--- src/rtl/floatingpointpkg.sv ---
`default_nettype none
// +----------------------------------------------------------------------+
// | floatingpointpkg                                                     |
// | Single-precision float type and dispatcher shared definitions.       |
// | Rev 1.0                                                              |
// +----------------------------------------------------------------------+
package floatingpointpkg;

    typedef struct packed {
        logic        sign;
        logic [7:0]  exp;
        logic [22:0] frac;
    } float;

    typedef struct packed {
        float a;
        float b;
    } operand_pair_t;

    localparam float QNAN = '{sign: 1'b0, exp: 8'hFF, frac: 23'h400000};

    typedef logic [2:0] dispatch_state_t;

    localparam dispatch_state_t ST_IDLE   = 3'd0;
    localparam dispatch_state_t ST_ISSUE  = 3'd1;
    localparam dispatch_state_t ST_BUSY   = 3'd2;
    localparam dispatch_state_t ST_SETTLE = 3'd3;
    localparam dispatch_state_t ST_DONE   = 3'd4;

    function automatic logic is_zero(input float f);
        return (f.exp == 8'h00) && (f.frac == 23'h0);
    endfunction

    function automatic logic is_inf(input float f);
        return (f.exp == 8'hFF) && (f.frac == 23'h0);
    endfunction

    function automatic logic is_nan(input float f);
        return (f.exp == 8'hFF) && (f.frac != 23'h0);
    endfunction

    // Sum when at least one operand is a signed zero; -0 + -0 keeps the sign.
    function automatic float bypass_sum(input float a, input float b);
        if (is_zero(a) && is_zero(b)) begin
            return '{sign: a.sign & b.sign, exp: 8'h00, frac: 23'h0};
        end
        if (is_zero(a)) begin
            return b;
        end
        return a;
    endfunction

endpackage
`default_nettype wire

--- src/rtl/fp_operand_fifo.sv ---
`default_nettype none
// +----------------------------------------------------------------------+
// | fp_operand_fifo                                                      |
// | Operand-pair FIFO; wrap bit on each pointer separates full/empty.    |
// | Rev 1.0                                                              |
// +----------------------------------------------------------------------+
module fp_operand_fifo
    import floatingpointpkg::*;
#(
    parameter int DEPTH = 4
) (
    input  logic          Clock,
    input  logic          Reset,
    input  logic          push_i,
    input  operand_pair_t data_i,
    input  logic          pop_i,
    output operand_pair_t data_o,
    output logic          full_o,
    output logic          empty_o
);

    localparam int AW = $clog2(DEPTH);

    logic [AW:0]   wr_ptr_q;
    logic [AW:0]   rd_ptr_q;
    operand_pair_t mem_q [DEPTH];
    logic          push_ok;
    logic          pop_ok;

    assign full_o  = (wr_ptr_q[AW] != rd_ptr_q[AW]) &&
                     (wr_ptr_q[AW-1:0] == rd_ptr_q[AW-1:0]);
    assign empty_o = (wr_ptr_q == rd_ptr_q);
    assign push_ok = push_i && !full_o;
    assign pop_ok  = pop_i && !empty_o;
    assign data_o  = mem_q[rd_ptr_q[AW-1:0]];

    always_ff @(posedge Clock) begin
        if (Reset) begin
            wr_ptr_q <= '0;
            rd_ptr_q <= '0;
        end else begin
            if (push_ok) begin
                wr_ptr_q <= wr_ptr_q + 1'b1;
            end
            if (pop_ok) begin
                rd_ptr_q <= rd_ptr_q + 1'b1;
            end
        end
    end

    always_ff @(posedge Clock) begin
        if (push_ok) begin
            mem_q[wr_ptr_q[AW-1:0]] <= data_i;
        end
    end

endmodule
`default_nettype wire

--- src/rtl/fp_add_dispatcher.sv ---
`default_nettype none
// +----------------------------------------------------------------------+
// | fp_add_dispatcher                                                    |
// | Queues operand pairs, issues them to the FP adder with a watchdog.   |
// | Optional zero-operand bypass: define FPADD_ZERO_BYPASS_EN.           |
// | Rev 1.0                                                              |
// +----------------------------------------------------------------------+
module fp_add_dispatcher
    import floatingpointpkg::*;
#(
    parameter int DEPTH   = 4,
    parameter int TIMEOUT = 64
) (
    input  logic Clock,
    input  logic Reset,
    input  logic InValid,
    output logic InReady,
    input  float InA,
    input  float InB,
    output float AddendA,
    output float AddendB,
    output logic Go,
    input  float Result,
    input  logic ResultReady,
    input  logic Zero,
    input  logic Inf,
    input  logic Nan,
    output logic OutValid,
    input  logic OutReady,
    output float OutResult,
    output logic OutZero,
    output logic OutInf,
    output logic OutNan,
    output logic OutError
);

    localparam int              WW      = $clog2(TIMEOUT);
    localparam logic [WW-1:0]   WD_LAST = WW'(TIMEOUT - 1);

    dispatch_state_t state_q, state_d;
    logic [WW-1:0]   wdog_q, wdog_d;
    logic            rdy_prev_q;
    float            addend_a_q, addend_a_d;
    float            addend_b_q, addend_b_d;
    float            out_result_q, out_result_d;
    logic [3:0]      out_flags_q, out_flags_d;   // {zero, inf, nan, error}
    logic            go_q;
    logic            valid_q;

    logic            fifo_full;
    logic            fifo_empty;
    logic            fifo_pop;
    operand_pair_t   fifo_head;
    logic            completion;

    fp_operand_fifo #(
        .DEPTH (DEPTH)
    ) u_fifo (
        .Clock   (Clock),
        .Reset   (Reset),
        .push_i  (InValid),
        .data_i  ('{a: InA, b: InB}),
        .pop_i   (fifo_pop),
        .data_o  (fifo_head),
        .full_o  (fifo_full),
        .empty_o (fifo_empty)
    );

    assign InReady    = !fifo_full;
    assign completion = ResultReady && !rdy_prev_q;

    always_comb begin
        state_d      = state_q;
        wdog_d       = wdog_q;
        addend_a_d   = addend_a_q;
        addend_b_d   = addend_b_q;
        out_result_d = out_result_q;
        out_flags_d  = out_flags_q;
        fifo_pop     = 1'b0;

        case (state_q)
            ST_IDLE: begin
                if (!fifo_empty) begin
                    fifo_pop   = 1'b1;
                    addend_a_d = fifo_head.a;
                    addend_b_d = fifo_head.b;
                    wdog_d     = '0;
`ifdef FPADD_ZERO_BYPASS_EN
                    if (is_zero(fifo_head.a) || is_zero(fifo_head.b)) begin
                        out_result_d = bypass_sum(fifo_head.a, fifo_head.b);
                        out_flags_d  = {is_zero(out_result_d), is_inf(out_result_d),
                                        is_nan(out_result_d), 1'b0};
                        state_d      = ST_DONE;
                    end else begin
                        state_d = ST_ISSUE;
                    end
`else
                    state_d = ST_ISSUE;
`endif
                end
            end
            ST_ISSUE: begin
                state_d = ST_BUSY;
            end
            ST_BUSY: begin
                if (completion) begin
                    state_d = ST_SETTLE;
                end else if (wdog_q == WD_LAST) begin
                    out_result_d = QNAN;
                    out_flags_d  = 4'b0011;
                    state_d      = ST_DONE;
                end else if (wdog_q != {WW{1'b1}}) begin
                    wdog_d = wdog_q + 1'b1;
                end
            end
            ST_SETTLE: begin
                // Adder result has had a full cycle to settle after its edge.
                out_result_d = Result;
                out_flags_d  = {Zero, Inf, Nan, 1'b0};
                state_d      = ST_DONE;
            end
            ST_DONE: begin
                if (OutReady) begin
                    state_d = ST_IDLE;
                end
            end
            default: begin
                state_d = ST_IDLE;
            end
        endcase
    end

    always_ff @(posedge Clock) begin
        if (Reset) begin
            state_q      <= ST_IDLE;
            wdog_q       <= '0;
            rdy_prev_q   <= 1'b0;
            addend_a_q   <= '0;
            addend_b_q   <= '0;
            out_result_q <= '0;
            out_flags_q  <= '0;
            go_q         <= 1'b0;
            valid_q      <= 1'b0;
        end else begin
            state_q      <= state_d;
            wdog_q       <= wdog_d;
            rdy_prev_q   <= ResultReady;
            addend_a_q   <= addend_a_d;
            addend_b_q   <= addend_b_d;
            out_result_q <= out_result_d;
            out_flags_q  <= out_flags_d;
            go_q         <= (state_d == ST_ISSUE);
            valid_q      <= (state_d == ST_DONE);
        end
    end

    assign AddendA   = addend_a_q;
    assign AddendB   = addend_b_q;
    assign Go        = go_q;
    assign OutValid  = valid_q;
    assign OutResult = out_result_q;
    assign OutZero   = out_flags_q[3];
    assign OutInf    = out_flags_q[2];
    assign OutNan    = out_flags_q[1];
    assign OutError  = out_flags_q[0];

endmodule
`default_nettype wire
--- config.mk ---
export PLATFORM = sky130hd
export DESIGN_NAME = fp_add_dispatcher
export DESIGN_NICKNAME = d
export VERILOG_FILES = /design/src/rtl/floatingpointpkg.sv /design/src/rtl/fp_operand_fifo.sv /design/src/rtl/fp_add_dispatcher.sv
export SDC_FILE = /design/constraint.sdc
export NUM_CORES = 1
export LEC_CHECK = 0
export CAP_MARGIN = 40
export CORE_ASPECT_RATIO = 1.75
export CORE_UTILIZATION = 40
export DETAILED_ROUTE_END_ITERATION = 10
export PLACE_DENSITY = 0.65
export SLEW_MARGIN = 25
export SYNTH_ARGS = -nofsm -noshare
export SYNTH_HDL_FRONTEND = slang
export SYNTH_SLANG_ARGS = --single-unit
--- constraint.sdc ---
create_clock -name Clock -period 4.45 [get_ports Clock]
set_input_delay 0.6675 -clock Clock [delete_from_list [all_inputs] [get_ports Clock]]
set_output_delay 0.6675 -clock Clock [all_outputs]
set_load 0.03 [all_outputs]
### Word level (Yosys, flattened, before mapping)

Memory sizes are Yosys's and may differ from the RTL's. A register that Yosys moved wholly into a read port is not among the register bits.
Cells that the tools add are included.

| cells by class | value |
|---|---|
| add/sub/neg operators | 3 |
| mux-type cells | 20 |
| reductions and logical operators | 13 |
| equal/unequal tests | 16 |
| bitwise gates (word level) | 1 |

Operator list:

| operator | number |
|---|---|
| $mux 32 | 2 |
| $pmux 32 s2 | 1 |
| $mux 6 | 4 |
| $pmux 3 s5 | 1 |
| $mux 3 | 4 |
| $pmux 6 s2 | 1 |
| $ne 2x2->1 const B | 5 |
| $mux 4 | 2 |
| $pmux 4 s2 | 1 |
| $add 3x1->3 const B | 2 |
| $add 6x1->6 const B | 1 |
| $eq 3x1->1 const B | 2 |
| $eq 3x2->1 const B | 2 |
| $eq 3x3->1 const B | 2 |
| $eq 6x6->1 const B | 1 |
| $ne 6x6->1 const B | 1 |
| $reduce_and 5->1 | 1 |
| $logic_and 1x1->1 | 4 |
| $mux 1 | 4 |
| $reduce_bool 2->1 | 2 |
| $eq 3x3->1 | 1 |
| $logic_not 1->1 | 3 |
| $logic_not 3->1 | 1 |
| $reduce_and 3->1 | 1 |
| other kinds (4) | 4 |

| word-level totals | value |
|---|---|
| output and inout bits | 103 |
| memories kept | 1 |
| input port bits | 104 |
| memory bits (writable) | 256 |
| logic and storage cells | 65 |
| register bits | 54 |

Memories:

| name | words | bits a word | read ports | clocked after memory_dff | wr ports | line | RTL |
|---|---|---|---|---|---|---|---|
| u_fifo.mem_q | 4 | 64 | 1 | 1 | 1 | fp_operand_fifo.sv:26 | `operand_pair_t mem_q [DEPTH];` |

### Depth between registers and ports, before layout

| logic depth | value |
|---|---|
| word-level depth | 6 |
| mapped depth | 7 |
| gate-level depth less buffers | 5 |

### By module

Synthesis repeated with hierarchy kept, for this count alone.

| unflattened totals | value |
|---|---|
| cell total of the unflattened synthesis | 912 |
| area total of the unflattened synthesis | 13,904.6 um^2 |

Modules (own cells, without submodules):

| module | seq. area each (um^2) | instances | area each (um^2) | cells each |
|---|---|---|---|---|
| fp_operand_fifo | 7,847.5 | 1 | 9,788.1 | 402 |
| fp_add_dispatcher | 2,242.2 | 1 | 4,116.4 | 510 |

### Worst setup path before layout

No wires, ideal clock.

| path | value |
|---|---|
| path kind | reg-to-reg |
| start | register u_fifo.wr_ptr_q[0] |
| end | register u_fifo.wr_ptr_q[2] |
| path slack | 1,438 ps |
| path buffers | 0 |
| library setup time | 206 ps |
| stages on the path, launching flop included | 5 |
| required time | 4,244 ps |
| data arrival time | 2,806 ps |
| period minus slack after synthesis | 3,012 ps |
| cell sequence | dfxtp_1 xor2_2 o31a_1 and2_1 o21ai_0 |

| between the ends | value |
|---|---|
| longest elaborated chain between the ends | 4 |
| elaborated cells between the ends (all ways) | 5 |
| classes of those cells | add/sub (1); eq/ne (1); reduce/logical (3) |

RTL lines:

| what | line | RTL |
|---|---|---|
| start, declared | fp_operand_fifo.sv:24 | `logic [AW:0] wr_ptr_q;` |
| start signal, assigned | fp_operand_fifo.sv:43 | `wr_ptr_q <= wr_ptr_q + 1'b1;` |
| parallel branches: the longest is 4 deep, another holds $add 3x1->3 | - |  |

Parallel ways; which one is timed is not known.
A chain may end at the register's enable or synchronous reset.

### Worst setup path after layout

| path | value |
|---|---|
| start | register u_fifo.rd_ptr_q[0] |
| end | output port InReady |

| between the ends | value |
|---|---|
| longest elaborated chain between the ends | 3 |

RTL lines:

| what | line | RTL |
|---|---|---|
| start, declared | fp_operand_fifo.sv:25 | `logic [AW:0] rd_ptr_q;` |
| start signal, assigned | fp_operand_fifo.sv:46 | `rd_ptr_q <= rd_ptr_q + 1'b1;` |
| $eq 2x2->1 | fp_operand_fifo.sv:31 | `(wr_ptr_q[AW-1:0] == rd_ptr_q[AW-1:0]);` |
| $logic_and 1x1->1 | fp_operand_fifo.sv:30 | `assign full_o = (wr_ptr_q[AW] != rd_ptr_q[AW]) &&` |
| $logic_not 1->1 | fp_add_dispatcher.sv:69 | `assign InReady = !fifo_full;` |
| end, declared | fp_add_dispatcher.sv:17 | `output logic InReady,` |

No other way between the ends.

==> results.toml <==
[logic_synthesis]
yosysTopAreaCellShare_pct = 56.5
async_flop_share_pct = 0
yosys-top-cells-area = "edfxtp_1, dfxtp_1, mux4_2, nand2_1, a21oi_1"
syn_avg_cell_area_um2 = 16.8
ys_seq_area_share_pct = 73.9
synth-compound-area-share_pct = 6.18
synth-simple-area-share_pct = 5.43
ys.flop_type = "edfxtp_1"
synth_top_family_by_area = "multiplexers"
synth_warnings = 0
synth_xor_area_share_pct = 0.552
yosys.area_share.adder_pct = 0.552
muxShareOfSynthArea_pct = 11.2
synth_most_common_cell = "edfxtp_1"
yosys.area.top_type = "edfxtp_1"
synth_edf_count = 256
synth_cells = 807
synth-seq-cells = 374
synth_nets = 917
ys_top_cells_by_count = "edfxtp_1, nand2_1, dfxtp_1, a21oi_1, mux4_2"
yosysUniqueCellTypes = 42
netlist_area_mm2 = 0.0136

[timing]
hold_viol_final = 0
setup_viol = 0
tightest_slew_ns = 0.619
fin_crit_ns = 3.21
final_max_slew_viol_count = 0
fin_skew_ns = 0.0206
max_slew_margin_pct = 58.8
tns_ns = 0
max_freq_ghz = 0.311
fin_crit_sh_pct = 72.2
grt_setup_unrepaired = "false"

[clock_network]
cts_tree = "done"
clk_latency_ns = 0.52
root_buffer = "clkbuf_16"
cts_resized = 0
postCtsSetupRepairBufs = 0
cts_htree_levels = 2
hold_buffers = 0
cts_buffers = 34
clock-sinks = 374
clkTransAtPathRegs_ns = 0.06
cts_max_path_buffers = 3

[run]
drv_cap = 0

[layout]
nFillCells = 2850
design_area_mm2 = 0.0173
fin_nets = 1127
drive_gt1_share_pct = 15.1
area_growth_pct = 27.1

[placed_design]
hpwlAfterDp_um = 17200
postPlaceCellArea_mm2 = 0.0162
port_buffers = 206
gp_congestion = 0.707

[hold_path]
hp-class = "reg -> reg"
hold_path_depth = 2
min_from = "AddendA[30]"
min_to = "AddendA[30]"

[pwr]
p_per_area_mw_per_mm2 = 586
p_leak_nw = 5.65
irDropWorstVdd_mv = 0.315

[setup_path]
crit_fanout = 30
r2r_end = "u_fifo.mem_q[3][5]"
required_ns = 3.78
critPathKind = "reg -> out"
ff2ff_path_depth = 4
arrival_ns = 2.55
r2r-start = "u_fifo.rd_ptr_q[0]"
worst-r2r-setup-slack_ns = 1.78
setup.worst_path.start_class = "flip-flop"
cp-end-kind = "output pin"

[global_routing]
grt.total_usage_pct = 16.7
antenna_found_initial = 1
grt_pass1_wl_um = 43700
grt-ovfl-total = 0
grt_pass1_vias = 7752
grt_max_degree = 49

[die]
core-area_mm2 = 0.0336
die_area_mm2 = 0.0348
ios = 207
die_h_um = 246
floorplan.rows = 89
fp.dieW_um = 141
initial_core_util_pct = 40.4

[routing]
dr.pass1.iters = 4
wire_per_inst_um = 18.8
drc = 0
drt_iter0_drc = 372
via_per_inst = 5.04
wirelength_um = 28200
via_count = 7544
ant_nets = 0

[outcome]
outcome = "complete, no violations"
## registers in the layout, indices dropped and copies added, names as in the netlist
| register | flops |
|---|---|
| AddendB | 32 |
| OutResult | 32 |
| rdy_prev_q | 1 |
| OutValid | 1 |
| u_fifo.rd_ptr_q | 3 |
| u_fifo.wr_ptr_q | 3 |
| out_flags_q | 4 |
| wdog_q | 6 |
| Go | 1 |
| AddendA | 32 |
| state_q | 3 |
| u_fifo.mem_q | 256 |
## metal layers
| layer | part of all wire (%) | wire length, um | global-route usage (%) | vias to the layer above |
|---|---|---|---|---|
| li1 | - | - | - | 3506 |
| met1 | 40 | 11200 | 19.6 | 3778 |
| met2 | 53 | 14900 | 30.0 | 214 |
| met3 | 5.4 | 1540 | 3.39 | 44 |
| met4 | 2.3 | 640 | 5.79 | 2 |
| met5 | 0.046 | 13 | 0 | - |
## where the power goes
| group | internal (mW) | total (mW) | switching [mW] | leakage [nW] |
|---|---|---|---|---|
| registers | 4.15 | 4.43 | 0.276 | 3.31 |
| logic | 1.26 | 2.94 | 1.69 | 1.82 |
| clock network | 1.52 | 2.76 | 1.23 | 0.515 |
## cells by family (layout without fill, tap and decap cells)
group | after synthesis | count (layout)
buffers and inverters | 52 | 287
xor gates and xnor gates | 6 | 6
adders and majority gates | 6 | 6
other | 0 | 1
DFF | 374 | 374
muxes | 72 | 72
and+or+nand+nor | 176 | 176
AOI/OAI and AO/OA | 121 | 121
## worst max-delay path by stage
stage                             from                   to  slack [ns]  cells past startpoint
floorplan           u_fifo.wr_ptr_q[0]   u_fifo.wr_ptr_q[2]        1.44                      4
CTS                 u_fifo.rd_ptr_q[0]              InReady        1.14                      3
global route        u_fifo.rd_ptr_q[0]              InReady        1.04                      3
detailed placement  u_fifo.rd_ptr_q[0]              InReady        1.70                      3
global placement    u_fifo.rd_ptr_q[0]  u_fifo.mem_q[3][11]        1.62                      3
finish              u_fifo.rd_ptr_q[0]              InReady        1.24                      3
## critical path: stages (launching register included)
cell and delay, ns:
dfxtp_4 0.75, xor2_2 0.27, or3_1 0.40, clkdlybuf4s50_1 0.62
## area by class of cell
class | count | area, um2 | share of cell area, %
multi-input cells | 381 | 3260 | 18.9
well taps | 455 | 569 | 3.30
repair buffers | 221 | 2330 | 13.5
diodes | 1 | 2.50 | 0.0145
clock buffers | 41 | 908 | 5.26
clock inverters | 20 | 133 | 0.768
flip-flops and latches | 374 | 10100 | 58.2
inverters | 5 | 18.8 | 0.109
## cell usage in the layout (no fill, tap or decap), types with 7 or more instances in the layout
cell	synthesis	layout
a21oi_1	69	69
a22o_1	25	25
clkbuf_16	0	35
clkdlybuf4s50_1	0	205
clkinv_2	0	9
dfxtp_1	118	116
edfxtp_1	256	256
mux2i_1	8	8
mux4_2	64	64
nand2_1	135	135
nand3_1	11	11
nor2_1	8	8
o221a_2	10	10
or3_1	7	7
## through the flow
step | utilization (%) | setup slack [ns] | hold slack (ns) | instances | power, mW
finish | 51.4 | 1.24 | 0.451 | 1498 | 10.1
global route | 51.4 | 1.04 | 0.475 | 1497 | 10.6
CTS | 51.3 | 1.14 | 0.456 | 1496 | 10.3
detailed placement | 48.2 | 1.70 | 0.447 | 1435 | 7.49
global placement | 47.6 | 1.62 | 0.444 | 1426 | 7.37
floorplan | - | 1.44 | 0.464 | 807 | 6.40
(Power assumes the default switching activity.)
